===== config.mk =====
export PLATFORM = sky130hd
export DESIGN_NAME = l2_mem_arbiter_flat
export DESIGN_NICKNAME = d
export VERILOG_FILES = /design/src/rtl/l2_mem_arbiter_if.sv /design/src/rtl/l2_mem_arbiter.sv /design/src/flat_wrapper.sv
export SDC_FILE = /design/constraint.sdc
export NUM_CORES = 1
export LEC_CHECK = 0
export CAP_MARGIN = 10
export CORE_AREA = 2 2 288 290
export CTS_BUF_LIST = sky130_fd_sc_hd__clkbuf_8
export DETAILED_ROUTE_END_ITERATION = 12
export DIE_AREA = 0 0 290 292
export MAX_ROUTING_LAYER = met4
export PLACE_DENSITY = 0.36
export SYNTH_ARGS = -nofsm -noshare
export SYNTH_HDL_FRONTEND = slang
export SYNTH_SLANG_ARGS = --single-unit

===== constraint.sdc =====
create_clock -name clk -period 2.7 [get_ports clk]
set_input_delay 0.405 -clock clk [delete_from_list [all_inputs] [get_ports clk]]
set_output_delay 0.405 -clock clk [all_outputs]
set_load 0.01 [all_outputs]

===== src/rtl/l2_mem_arbiter_if.sv =====
// l2_mem_arbiter_if: I-side, D-side and memory-side signals of the L2 line-memory arbiter.
//   slave  : arbiter view (requests and memory responses in; strobes, data and ready pulses out)
//   master : environment view (requesters plus memory)
interface l2_mem_arbiter_if;
    logic         I_read;
    logic [27:0]  I_addr;
    logic [127:0] I_rdata;
    logic         I_ready;
    logic         D_read;
    logic         D_write;
    logic [27:0]  D_addr;
    logic [127:0] D_wdata;
    logic [127:0] D_rdata;
    logic         D_ready;
    logic         mem_read;
    logic         mem_write;
    logic [27:0]  mem_addr;
    logic [127:0] mem_wdata;
    logic [127:0] mem_rdata;
    logic         mem_ready;
    logic         grant_I;
    logic         grant_D;

    modport slave (
        input  I_read, I_addr, D_read, D_write, D_addr, D_wdata, mem_rdata, mem_ready,
        output I_rdata, I_ready, D_rdata, D_ready, mem_read, mem_write, mem_addr, mem_wdata,
               grant_I, grant_D
    );

    modport master (
        output I_read, I_addr, D_read, D_write, D_addr, D_wdata, mem_rdata, mem_ready,
        input  I_rdata, I_ready, D_rdata, D_ready, mem_read, mem_write, mem_addr, mem_wdata,
               grant_I, grant_D
    );
endinterface


===== src/rtl/l2_mem_arbiter.sv =====
// l2_mem_arbiter: shares one 128-bit line memory port between the I-side and D-side miss paths.
//   clk, proc_reset : clock and synchronous active-high reset
//   bus (slave)     : I/D level requests with one-cycle ready pulses, registered memory strobes,
//                     address and write line, memory ready/read line, grant status
// D-side has priority; after STARVE_LIMIT consecutive D grants with I waiting, I is forced in.
module l2_mem_arbiter #(
    parameter int STARVE_LIMIT = 2,
    parameter int CNT_W        = 4
) (
    input logic              clk,
    input logic              proc_reset,
    l2_mem_arbiter_if.slave  bus
);
    typedef enum logic [1:0] {IDLE, GNT_I, GNT_D} state_t;

    state_t           state, state_n;
    logic [CNT_W-1:0] starve_cnt;
    logic             d_req, pick_i;

    always_comb begin
        d_req   = bus.D_read | bus.D_write;
        pick_i  = bus.I_read & (~d_req | (starve_cnt >= CNT_W'(STARVE_LIMIT)));
        state_n = (state == IDLE) ? (pick_i ? GNT_I : (d_req ? GNT_D : IDLE))
                                  : (bus.mem_ready ? IDLE : state);
    end

    always_ff @(posedge clk) begin
        if (proc_reset) begin
            state         <= IDLE;
            starve_cnt    <= '0;
            bus.mem_read  <= 1'b0;
            bus.mem_write <= 1'b0;
            bus.mem_addr  <= '0;
            bus.mem_wdata <= '0;
        end else begin
            state <= state_n;
            if (state == IDLE && state_n == GNT_I) begin
                bus.mem_read  <= 1'b1;
                bus.mem_write <= 1'b0;
                bus.mem_addr  <= bus.I_addr;
                bus.mem_wdata <= '0;
                starve_cnt    <= '0;
            end else if (state == IDLE && state_n == GNT_D) begin
                // D_read together with D_write is treated as a write-back
                bus.mem_read  <= ~bus.D_write;
                bus.mem_write <= bus.D_write;
                bus.mem_addr  <= bus.D_addr;
                bus.mem_wdata <= bus.D_wdata;
                starve_cnt    <= bus.I_read ? ((starve_cnt == '1) ? starve_cnt : starve_cnt + 1'b1) : '0;
            end else if (state != IDLE && state_n == IDLE) begin
                // clearing here gives memory one dead cycle with strobes low
                bus.mem_read  <= 1'b0;
                bus.mem_write <= 1'b0;
                bus.mem_addr  <= '0;
                bus.mem_wdata <= '0;
            end
        end
    end

    assign bus.grant_I = (state == GNT_I);
    assign bus.grant_D = (state == GNT_D);
    assign bus.I_ready = bus.mem_ready & (state == GNT_I);
    assign bus.D_ready = bus.mem_ready & (state == GNT_D);
    assign bus.I_rdata = bus.mem_rdata;
    assign bus.D_rdata = bus.mem_rdata;
endmodule


===== src/flat_wrapper.sv =====
// flat-port wrapper written by rule: the top's interface ports become plain ports
module l2_mem_arbiter_flat 
#(
    parameter int STARVE_LIMIT = 2,
    parameter int CNT_W        = 4
)
  (clk, proc_reset, bus_I_read, bus_I_addr, bus_D_read, bus_D_write, bus_D_addr, bus_D_wdata, bus_mem_rdata, bus_mem_ready, bus_I_rdata, bus_I_ready, bus_D_rdata, bus_D_ready, bus_mem_read, bus_mem_write, bus_mem_addr, bus_mem_wdata, bus_grant_I, bus_grant_D);
  l2_mem_arbiter_if bus_i ();
  input logic clk;
  input logic proc_reset;
  input wire logic [$bits(bus_i.I_read)-1:0] bus_I_read;
  input wire logic [$bits(bus_i.I_addr)-1:0] bus_I_addr;
  input wire logic [$bits(bus_i.D_read)-1:0] bus_D_read;
  input wire logic [$bits(bus_i.D_write)-1:0] bus_D_write;
  input wire logic [$bits(bus_i.D_addr)-1:0] bus_D_addr;
  input wire logic [$bits(bus_i.D_wdata)-1:0] bus_D_wdata;
  input wire logic [$bits(bus_i.mem_rdata)-1:0] bus_mem_rdata;
  input wire logic [$bits(bus_i.mem_ready)-1:0] bus_mem_ready;
  output wire logic [$bits(bus_i.I_rdata)-1:0] bus_I_rdata;
  output wire logic [$bits(bus_i.I_ready)-1:0] bus_I_ready;
  output wire logic [$bits(bus_i.D_rdata)-1:0] bus_D_rdata;
  output wire logic [$bits(bus_i.D_ready)-1:0] bus_D_ready;
  output wire logic [$bits(bus_i.mem_read)-1:0] bus_mem_read;
  output wire logic [$bits(bus_i.mem_write)-1:0] bus_mem_write;
  output wire logic [$bits(bus_i.mem_addr)-1:0] bus_mem_addr;
  output wire logic [$bits(bus_i.mem_wdata)-1:0] bus_mem_wdata;
  output wire logic [$bits(bus_i.grant_I)-1:0] bus_grant_I;
  output wire logic [$bits(bus_i.grant_D)-1:0] bus_grant_D;
  assign bus_i.I_read = bus_I_read;
  assign bus_i.I_addr = bus_I_addr;
  assign bus_i.D_read = bus_D_read;
  assign bus_i.D_write = bus_D_write;
  assign bus_i.D_addr = bus_D_addr;
  assign bus_i.D_wdata = bus_D_wdata;
  assign bus_i.mem_rdata = bus_mem_rdata;
  assign bus_i.mem_ready = bus_mem_ready;
  assign bus_I_rdata = bus_i.I_rdata;
  assign bus_I_ready = bus_i.I_ready;
  assign bus_D_rdata = bus_i.D_rdata;
  assign bus_D_ready = bus_i.D_ready;
  assign bus_mem_read = bus_i.mem_read;
  assign bus_mem_write = bus_i.mem_write;
  assign bus_mem_addr = bus_i.mem_addr;
  assign bus_mem_wdata = bus_i.mem_wdata;
  assign bus_grant_I = bus_i.grant_I;
  assign bus_grant_D = bus_i.grant_D;
  l2_mem_arbiter #(.STARVE_LIMIT(STARVE_LIMIT), .CNT_W(CNT_W)) u_core (.clk(clk), .proc_reset(proc_reset), .bus(bus_i));
endmodule

==> results_dict.tcl, run 1 <==
set metrics [dict create \
    crit_type "reg -> out" \
    rsz0062_at_grt "false" \
    ant_nets 0 \
    synthFlopType "dfxtp_1" \
    io_buffers 351 \
    seq_power_share 0.382 \
    cts-resized-gates 0 \
    ys_seq_area_frac 0.3171 \
    hp-class "in -> reg" \
    hp-start "proc_reset" \
    yosysTopAreaCell "dfxtp_1" \
    hold_ws_ns 0.4150 \
    power_switching_mw 2.432 \
    grt_pass1_vias 9863 \
    fmax_mhz 402.3 \
    die_y_um 292 \
    core_mm2 0.08158 \
    clkSinkCount 164 \
    finalSetupTns_ns 0 \
    cts_hold_buf 0 \
    dpl.hpwl_um 30700 \
    drc 0 \
    period_share 0.9207 \
    drv_slew 0 \
    p_int_mw 4.894 \
    cts.clk_slew.worst_paths_ns 0.11 \
    syn-mean-instance-area_um2 9.180 \
    antenna_found_initial 4 \
    syn_inst 1128 \
    overflow 0 \
    pin_count 736 \
    hold_viol_final 0 \
    power.density_mw_per_mm2 522.4 \
    dp.cells 2197 \
    ys_types 38 \
    yosys.area.top_type_share 0.3171 \
    synth_edf_count 0 \
    leakage_nw 4.203 \
    drt_iter0_markers 442 \
    cp_max_fo 7 \
    run_status "complete, no violations" \
    routabilityCongestion 0.7126 \
    worst-endpoint-arrival_ns 2.08 \
    grtUsageTotal 0.1075 \
    drv_cap 0 \
    cts_tree "yes" \
    maxSlewHeadroom 0.4105 \
    critical_path_required_ns 2.30 \
    ys_warn_count 0 \
    root_buffer "clkbuf_8" \
    die_x_um 290 \
    nNetsFinal 1466 \
    rows 105 \
    syn-num-nets 1448 \
    routed_wl_um 45890 \
    grt_pass1_wl_um 67620 \
    switching_share 0.3320 \
    insertion_delay_ns 0.55 \
    irDropWorstVdd_mv 0.2195 \
    yosysMostFrequentCell "buf_4" \
    fin_skew_ns 0.01952 \
    setup_viol 0 \
    final_util 0.1719 \
    cts_buffers 17 \
    first_pass_iters 8 \
    combinationalPowerShare 0.310 \
    wl_per_cell_um 20.55 \
    clkPwrFrac 0.309 \
    start_util 0.1269 \
    synth_area_leaders "dfxtp_1 (32%), buf_4 (19%), nand4_1 (9.5%)" \
    period_minus_slack_ns 2.486 \
    routed_via_density 4.296 \
    finalNonFillerCells 2233 \
    post-cts-setup-buffer-count 0 \
    end_kind "output port" \
    grt_max_degree 81 \
    critical_path.startpoint "u_core.state[0]$_SDFF_PP0_" \
    synth.top_cells.by_count "buf_4 (256), dfxtp_1 (164), nand4_1 (157)" \
    syn2layout_area_growth_pct 35.43 \
    timing.rr.start "u_core.starve_cnt[0]$_SDFFE_PP0P_" \
    dieArea_mm2 0.08468 \
    vias 9592 \
    synthArstFlopShare 0 \
    critPathLaunchType "flip-flop" \
    cts_buffer_depth 2 \
    yosys_register_bits 164 \
    syn_area_mm2 0.01035 \
    cts_max_level 4 \
    layout-drive-gt1-share 0.1605 \
    tightest_slew_ns 0.8813 \
]
## through the flow
step | power (mW) | setup slack, ns | cell area [um^2]
floorplan | 4.247 | 0.8041 | 10350
global placement | 5.131 | 0.3755 | 13550
detailed placement | 5.135 | 0.3342 | 13550
CTS | 7.526 | 0.08652 | 14010
global route | 7.744 | 0.01625 | 14020
finish | 7.326 | 0.2140 | 14020
## power groups by stage
stage	clock network, mW	logic [mW]	registers (mW)
floorplan	0	1.32	2.93
global placement	0	2.28	2.85
detailed placement	0	2.28	2.85
CTS	2.43	2.29	2.80
global route	2.50	2.42	2.83
finish	2.26	2.27	2.79
## final cells by class
cell class	instances	area (um^2)
timing repair buffer	424	4438
tap	1070	1339
sequential	164	3283
clock buffer	19	261.5
clock inverter	13	206.4
inverter	1	3.754
fill	9019	67560
multi-input combinational	538	4482
antenna	4	10.01
## state kept, by name, summed over array words and instances (netlist names)
name                  count
u_core.bus.mem_wdata    128
u_core.bus.mem_addr      28
u_core.starve_cnt         4
u_core.state              2
u_core.bus.mem_read       1
u_core.bus.mem_write      1
## routing by layer
layer,track usage,wire length (um),vias to the layer above
li1,-,-,4299
met1,0.1266,19350,4725
met2,0.1671,21780,450
met3,0.03402,3250,118
met4,0.04878,1506,0
met5,-,0,-
## critical path: stages (launching register included)
cell             delay [ns]
dfxtp_1                0.56
nor2b_1                0.30
and2_1                 0.16
clkdlybuf4s50_1        0.52
## path summary, 6_finish.rpt
path                            slack [ns]  cells past startpoint                                endpoint
worst max-delay path                  0.21                      3                             bus_I_ready
worst min-delay path                  0.41                      2   u_core.bus.mem_wdata[12]$_SDFFE_PP0P_
worst max register to register        0.31                      7  u_core.bus.mem_wdata[126]$_SDFFE_PP0P_
worst min register to register        0.49                      2   u_core.bus.mem_wdata[86]$_SDFFE_PP0P_
## cells by family after synthesis
kind of cell,synth area share
buffers and inverters,0.2540
AO/OA/AOI/OAI,0.3177
AND/OR/NAND/NOR,0.1089
flip-flops,0.3171
adder cells (fa/ha/maj),0.002416
## placed cells by master (no fill, tap or decap), types with 2 or more instances in the layout
| cell type | count |
|---|---|
| and2_1 | 2 |
| o311ai_0 | 40 |
| bufinv_16 | 5 |
| o31ai_1 | 2 |
| clkinv_4 | 4 |
| a21oi_1 | 2 |
| diode_2 | 4 |
| nand4_1 | 157 |
| clkinv_2 | 2 |
| nor2b_1 | 3 |
| a311oi_1 | 28 |
| clkbuf_8 | 19 |
| nand3_1 | 2 |
| nor2_4 | 2 |
| clkdlybuf4s50_1 | 350 |
| inv_1 | 2 |
| or2_4 | 2 |
| or4_1 | 2 |
| a211oi_1 | 89 |
| buf_12 | 30 |
| nand2b_1 | 3 |
| a211oi_2 | 70 |
| o2111ai_1 | 28 |
| ha_1 | 2 |
| buf_4 | 43 |
| o311ai_1 | 90 |
| dfxtp_1 | 164 |
(Power assumes the default switching activity.)
==> inputs of run 2 (changes only) <==
--- a/config.mk
+++ b/config.mk
@@ -7,11 +7,13 @@
 export LEC_CHECK = 0
 export CAP_MARGIN = 10
 export CORE_AREA = 2 2 288 290
-export CTS_BUF_LIST = sky130_fd_sc_hd__clkbuf_8
+export CTS_BUF_LIST = sky130_fd_sc_hd__clkbuf_4 sky130_fd_sc_hd__clkbuf_8 sky130_fd_sc_hd__clkbuf_16
 export DETAILED_ROUTE_END_ITERATION = 12
 export DIE_AREA = 0 0 290 292
 export MAX_ROUTING_LAYER = met4
 export PLACE_DENSITY = 0.36
+export RECOVER_POWER = 100
+export SKIP_LAST_GASP = 1
 export SYNTH_ARGS = -nofsm -noshare
 export SYNTH_HDL_FRONTEND = slang
 export SYNTH_SLANG_ARGS = --single-unit
==> results_dict.tcl, run 2 (synthesis gave the netlist of run 1 again) <==
set metrics [dict create \
    top_regs "u_core.bus.mem_wdata (128), u_core.bus.mem_addr (28), u_core.starve_cnt (4)" \
    period_share 0.9400 \
    dp.cells 2197 \
    cts_tree "yes" \
    tightest_slew_ns 0.9457 \
    cts_hold_buf 0 \
    hp-class "in -> reg" \
    rrSetupSlack_ns 0.16 \
    grt_max_degree 81 \
    seq_area_mm2 0.003283 \
    grtUsageTotal 0.1075 \
    critPathLaunchType "flip-flop" \
    crit_slowest_cell "or4_1" \
    critPathTopFamily "simple AND/OR/NAND/NOR gates" \
    regMostFlops "u_core.bus.mem_wdata" \
    grt_pass1_wl_um 67620 \
    cp_max_fo 23 \
    drc 0 \
    reg2reg_depth 7 \
    multiInputGateArea_mm2 0.004243 \
    cts.clk_slew.worst_paths_ns 0.08 \
    root_buffer "clkbuf_16" \
    hp-start "proc_reset" \
    core_mm2 0.08158 \
    routed_via_density 4.286 \
    nNetsFinal 1466 \
    antenna_found_initial 2 \
    end_kind "flip-flop" \
    drv_cap 0 \
    run_status "complete, no violations" \
    period_minus_slack_ns 2.538 \
    io_buffers 351 \
    timing.rr.start "u_core.starve_cnt[0]$_SDFFE_PP0P_" \
    wl_per_cell_um 20.64 \
    vias 9561 \
    cpPeakStageDelay_ns 0.72 \
    die_y_um 292 \
    finalNonFillerCells 2231 \
    fill_cells 9050 \
    routabilityCongestion 0.7126 \
    irDropWorstVdd_mv 0.3752 \
    insertion_delay_ns 0.47 \
    first_pass_iters 7 \
    worst-endpoint-arrival_ns 2.92 \
    overflow 0 \
    layout-drive-gt1-share 0.1113 \
    largest_reg_flops 128 \
    drt_iter0_markers 405 \
    cts_buffers 17 \
    holdPathStages 2 \
    clkSinkCount 164 \
    routed_wl_um 46040 \
    power.density_mw_per_mm2 560.9 \
    rows 105 \
    cts_max_level 4 \
    syn2layout_area_growth_pct 34.29 \
    cp_cell_sequence "inv_1 -> ha_1 -> or4_1 -> o211a_4 -> buf_12 -> clkbuf_1 -> a211oi_1" \
    fmax_mhz 394.0 \
    pin_count 736 \
    die_x_um 290 \
    finalSetupTns_ns 0 \
    dieArea_mm2 0.08468 \
    mostFrequentLayoutCells "clkdlybuf4s50_1 (188), dfxtp_1 (164), dlygate4sd3_1 (162), nand4_1 (157), a211oi_1 (136)" \
    cp_num_buf_inv 3 \
    cp.depth 7 \
    leakage_nw 4.615 \
    ant_nets 0 \
    grt_pass1_vias 9865 \
    hold_viol_final 0 \
    final_area_mm2 0.01391 \
    rsz0062_at_grt "false" \
    final_common_cell "clkdlybuf4s50_1" \
    critical_path.startpoint "u_core.starve_cnt[0]$_SDFFE_PP0P_" \
    maxSlewHeadroom 0.3695 \
    drv_slew 0 \
    setup_viol 0 \
    critical_path_required_ns 3.08 \
    start_util 0.1269 \
    cts-resized-gates 0 \
    fin_skew_ns 0.01249 \
    dpl.hpwl_um 30700 \
    cts_buffer_depth 2 \
    post-cts-setup-buffer-count 0 \
    place_area_mm2 0.01355 \
    crit_type "reg -> reg" \
]
==> run 2: changes by cell type in the layout (fill, tap and decap cells not counted), moves of 2 or more <==
cell and change:
a211oi_1 +47, a211oi_2 -47, buf_12 -2, buf_4 -14
clkbuf_1 +10, clkbuf_16 +17, clkbuf_2 +4, clkbuf_4 +2
clkbuf_8 -17, clkdlybuf4s50_1 -162, diode_2 -2, dlygate4sd3_1 +162
==> run 2: path summary, 6_finish.rpt <==
| kind | end |
|---|---|
| setup / recovery | u_core.bus.mem_wdata[67]$_SDFFE_PP0P_ |
| hold / removal | u_core.bus.mem_wdata[46]$_SDFFE_PP0P_ |
| setup reg to reg | u_core.bus.mem_wdata[67]$_SDFFE_PP0P_ |
| hold reg to reg | u_core.bus.mem_wdata[86]$_SDFFE_PP0P_ |
==> run 2: through the flow <==
stage                     power (mW)  hold slack [ns]    util  worst slack (ns)
after floorplan                4.247           0.4778       -            0.8041
after global placement         5.131           0.4755  0.1660            0.3755
after detailed placement       5.135           0.4794  0.1660            0.3342
after CTS                      8.153           0.4417  0.1742            0.2074
after global routing           8.211           0.4398  0.1704           0.06677
final                          7.799           0.4740  0.1704            0.1621
==> run 2: layout make-up <==
type,instances,share of cell area
Timing Repair Buffer,424,0.3142
Multi-Input combinational cell,538,0.3051
Sequential cell,164,0.2361
Tap cell,1070,0.09627
Clock buffer,20,0.03311
Clock inverter,12,0.01458
Antenna cell,2,0.0003599
Inverter,1,0.0002699
==> run 2: worst reg2reg max path, cell delays in order, from the launching register on <==
cell and delay (ns):
dfxtp_1 0.38, inv_1 0.06, ha_1 0.24, or4_1 0.72
o211a_4 0.40, buf_12 0.16, clkbuf_1 0.27, a211oi_1 0.23
==> run 2: layer usage <==
metal,GRT usage,share of wire
met1,0.1265,0.42
met2,0.1676,0.47
met3,0.03402,0.071
met4,0.04802,0.031
met5,-,0
==> run 2: report_power, final <==
part / internal [mW] / switching [mW] / leakage, nW
Clock: 1.70 / 1.19 / 0.324
Sequential: 2.65 / 0.129 / 1.35
Combinational: 0.970 / 1.15 / 2.94
==> inputs of run 3 (changes only) <==
==> constraint.sdc (replaced) <==
create_clock -name clk -period 2.7 [get_ports clk]
set_input_delay 0.405 -clock clk [delete_from_list [all_inputs] [get_ports clk]]
set_output_delay 0.405 -clock clk [all_outputs]
set_load 0.005 [all_outputs]
==> results_dict.tcl, run 3 (synthesis gave the netlist of run 1 again) <==
set metrics [dict create \
    cts_max_level 4 \
    nNetsFinal 1466 \
    clkSinkCount 164 \
    layout-drive-gt1-share 0.1122 \
    start_util 0.1269 \
    grt_max_degree 81 \
    dieArea_mm2 0.08468 \
    routed_via_density 4.275 \
    end_kind "flip-flop" \
    hold_viol_final 0 \
    mostFrequentLayoutCells "clkdlybuf4s50_1 (190), dfxtp_1 (164), dlygate4sd3_1 (160), nand4_1 (157), a211oi_1 (137)" \
    post-cts-setup-buffer-count 0 \
    insertion_delay_ns 0.47 \
    rows 105 \
    top_regs "u_core.bus.mem_wdata (128), u_core.bus.mem_addr (28), u_core.starve_cnt (4)" \
    fin_skew_ns 0.01162 \
    dp.cells 2197 \
    first_pass_iters 5 \
    setup_viol 0 \
    fmax_mhz 399.3 \
    maxSlewHeadroom 0.3583 \
    largest_reg_flops 128 \
    core_mm2 0.08158 \
    rsz0062_at_grt "false" \
    grtUsageTotal 0.1075 \
    cts.clk_slew.worst_paths_ns 0.07 \
    antenna_found_initial 2 \
    cp_max_fo 23 \
    root_buffer "clkbuf_16" \
    drc 0 \
    drt_iter0_markers 408 \
    period_share 0.9276 \
    wl_per_cell_um 20.61 \
    cts-resized-gates 0 \
    ant_nets 0 \
    routabilityCongestion 0.7126 \
    period_minus_slack_ns 2.504 \
    final.setup.worst_slack_ns 0.1956 \
    finalSetupTns_ns 0 \
    syn2layout_area_growth_pct 34.39 \
    cts_buffers 17 \
    io_buffers 351 \
    critPathLaunchType "flip-flop" \
    regMostFlops "u_core.bus.mem_wdata" \
    finalNonFillerCells 2231 \
    critical_path_required_ns 3.07 \
    dpl_worst_slack_ns 0.3342 \
    leakage_nw 4.616 \
    drv_cap 0 \
    crit_type "reg -> reg" \
    grt_pass1_wl_um 67620 \
    cts_tree "yes" \
    dpl.hpwl_um 30700 \
    hp-class "in -> reg" \
    tightest_slew_ns 0.9626 \
    cts_hold_buf 0 \
    routed_wl_um 45990 \
    irDropWorstVdd_mv 0.3735 \
    run_status "complete, no violations" \
    cts_buffer_depth 2 \
    vias 9538 \
    die_x_um 290 \
    drv_slew 0 \
    overflow 0 \
    final_common_cell "clkdlybuf4s50_1" \
    pin_count 736 \
    die_y_um 292 \
    worst-endpoint-arrival_ns 2.88 \
    power.density_mw_per_mm2 553.6 \
    grt_pass1_vias 9865 \
]
[run 3: report_power, final]
| group | switching [mW] | total (mW) | internal [mW] |
|---|---|---|---|
| Sequential | 0.129 | 2.78 | 2.65 |
| Clock | 1.19 | 2.89 | 1.70 |
| Combinational | 1.06 | 2.03 | 0.970 |
| Total | 2.37 | 7.70 | 5.33 |
[run 3: layer usage]
layer | vias up | track usage | routed length [um]
li1 | 4294 | - | -
met1 | 4682 | 0.1265 | 19500
met2 | 464 | 0.1676 | 21840
met3 | 98 | 0.03402 | 3280
met4 | 0 | 0.04802 | 1371
met5 | - | - | 0
[run 3: metrics by stage]
step	area (um^2)	total power, mW	hold slack, ns	utilization
floorplan	10350	4.075	0.4778	-
global placement	13550	5.041	0.4755	0.1660
detailed placement	13550	5.045	0.4794	0.1660
CTS	14210	8.063	0.4417	0.1742
global route	13920	8.124	0.4425	0.1706
finish	13920	7.704	0.4761	0.1706
[run 3: final timing paths]
| kind | to | depth (start not counted) | slack, ns | startpoint |
|---|---|---|---|---|
| worst min register to register | u_core.bus.mem_wdata[86]$_SDFFE_PP0P_ | 2 | 0.49 | u_core.bus.mem_wdata[86]$_SDFFE_PP0P_ |
| worst min-delay path | u_core.bus.mem_wdata[46]$_SDFFE_PP0P_ | 2 | 0.48 | proc_reset |
| worst max-delay path | u_core.bus.mem_wdata[126]$_SDFFE_PP0P_ | 7 | 0.20 | u_core.starve_cnt[0]$_SDFFE_PP0P_ |
| worst max register to register | u_core.bus.mem_wdata[126]$_SDFFE_PP0P_ | 7 | 0.20 | u_core.starve_cnt[0]$_SDFFE_PP0P_ |
[run 3: final cells by class]
type	count	area, um^2
inverter	1	3.754
sequential	164	3283
fill	9050	67670
timing repair buffer	424	4384
antenna	2	5.005
multi-input combinational	538	4238
clock buffer	20	460.4
tap	1070	1339
clock inverter	12	202.7
[run 3: critical path, stage by stage, from the launching register on]
cell	delay, ns
dfxtp_1	0.38
inv_1	0.06
ha_1	0.24
or4_1	0.72
o211a_4	0.39
buf_12	0.16
clkbuf_1	0.18
a211oi_1	0.21
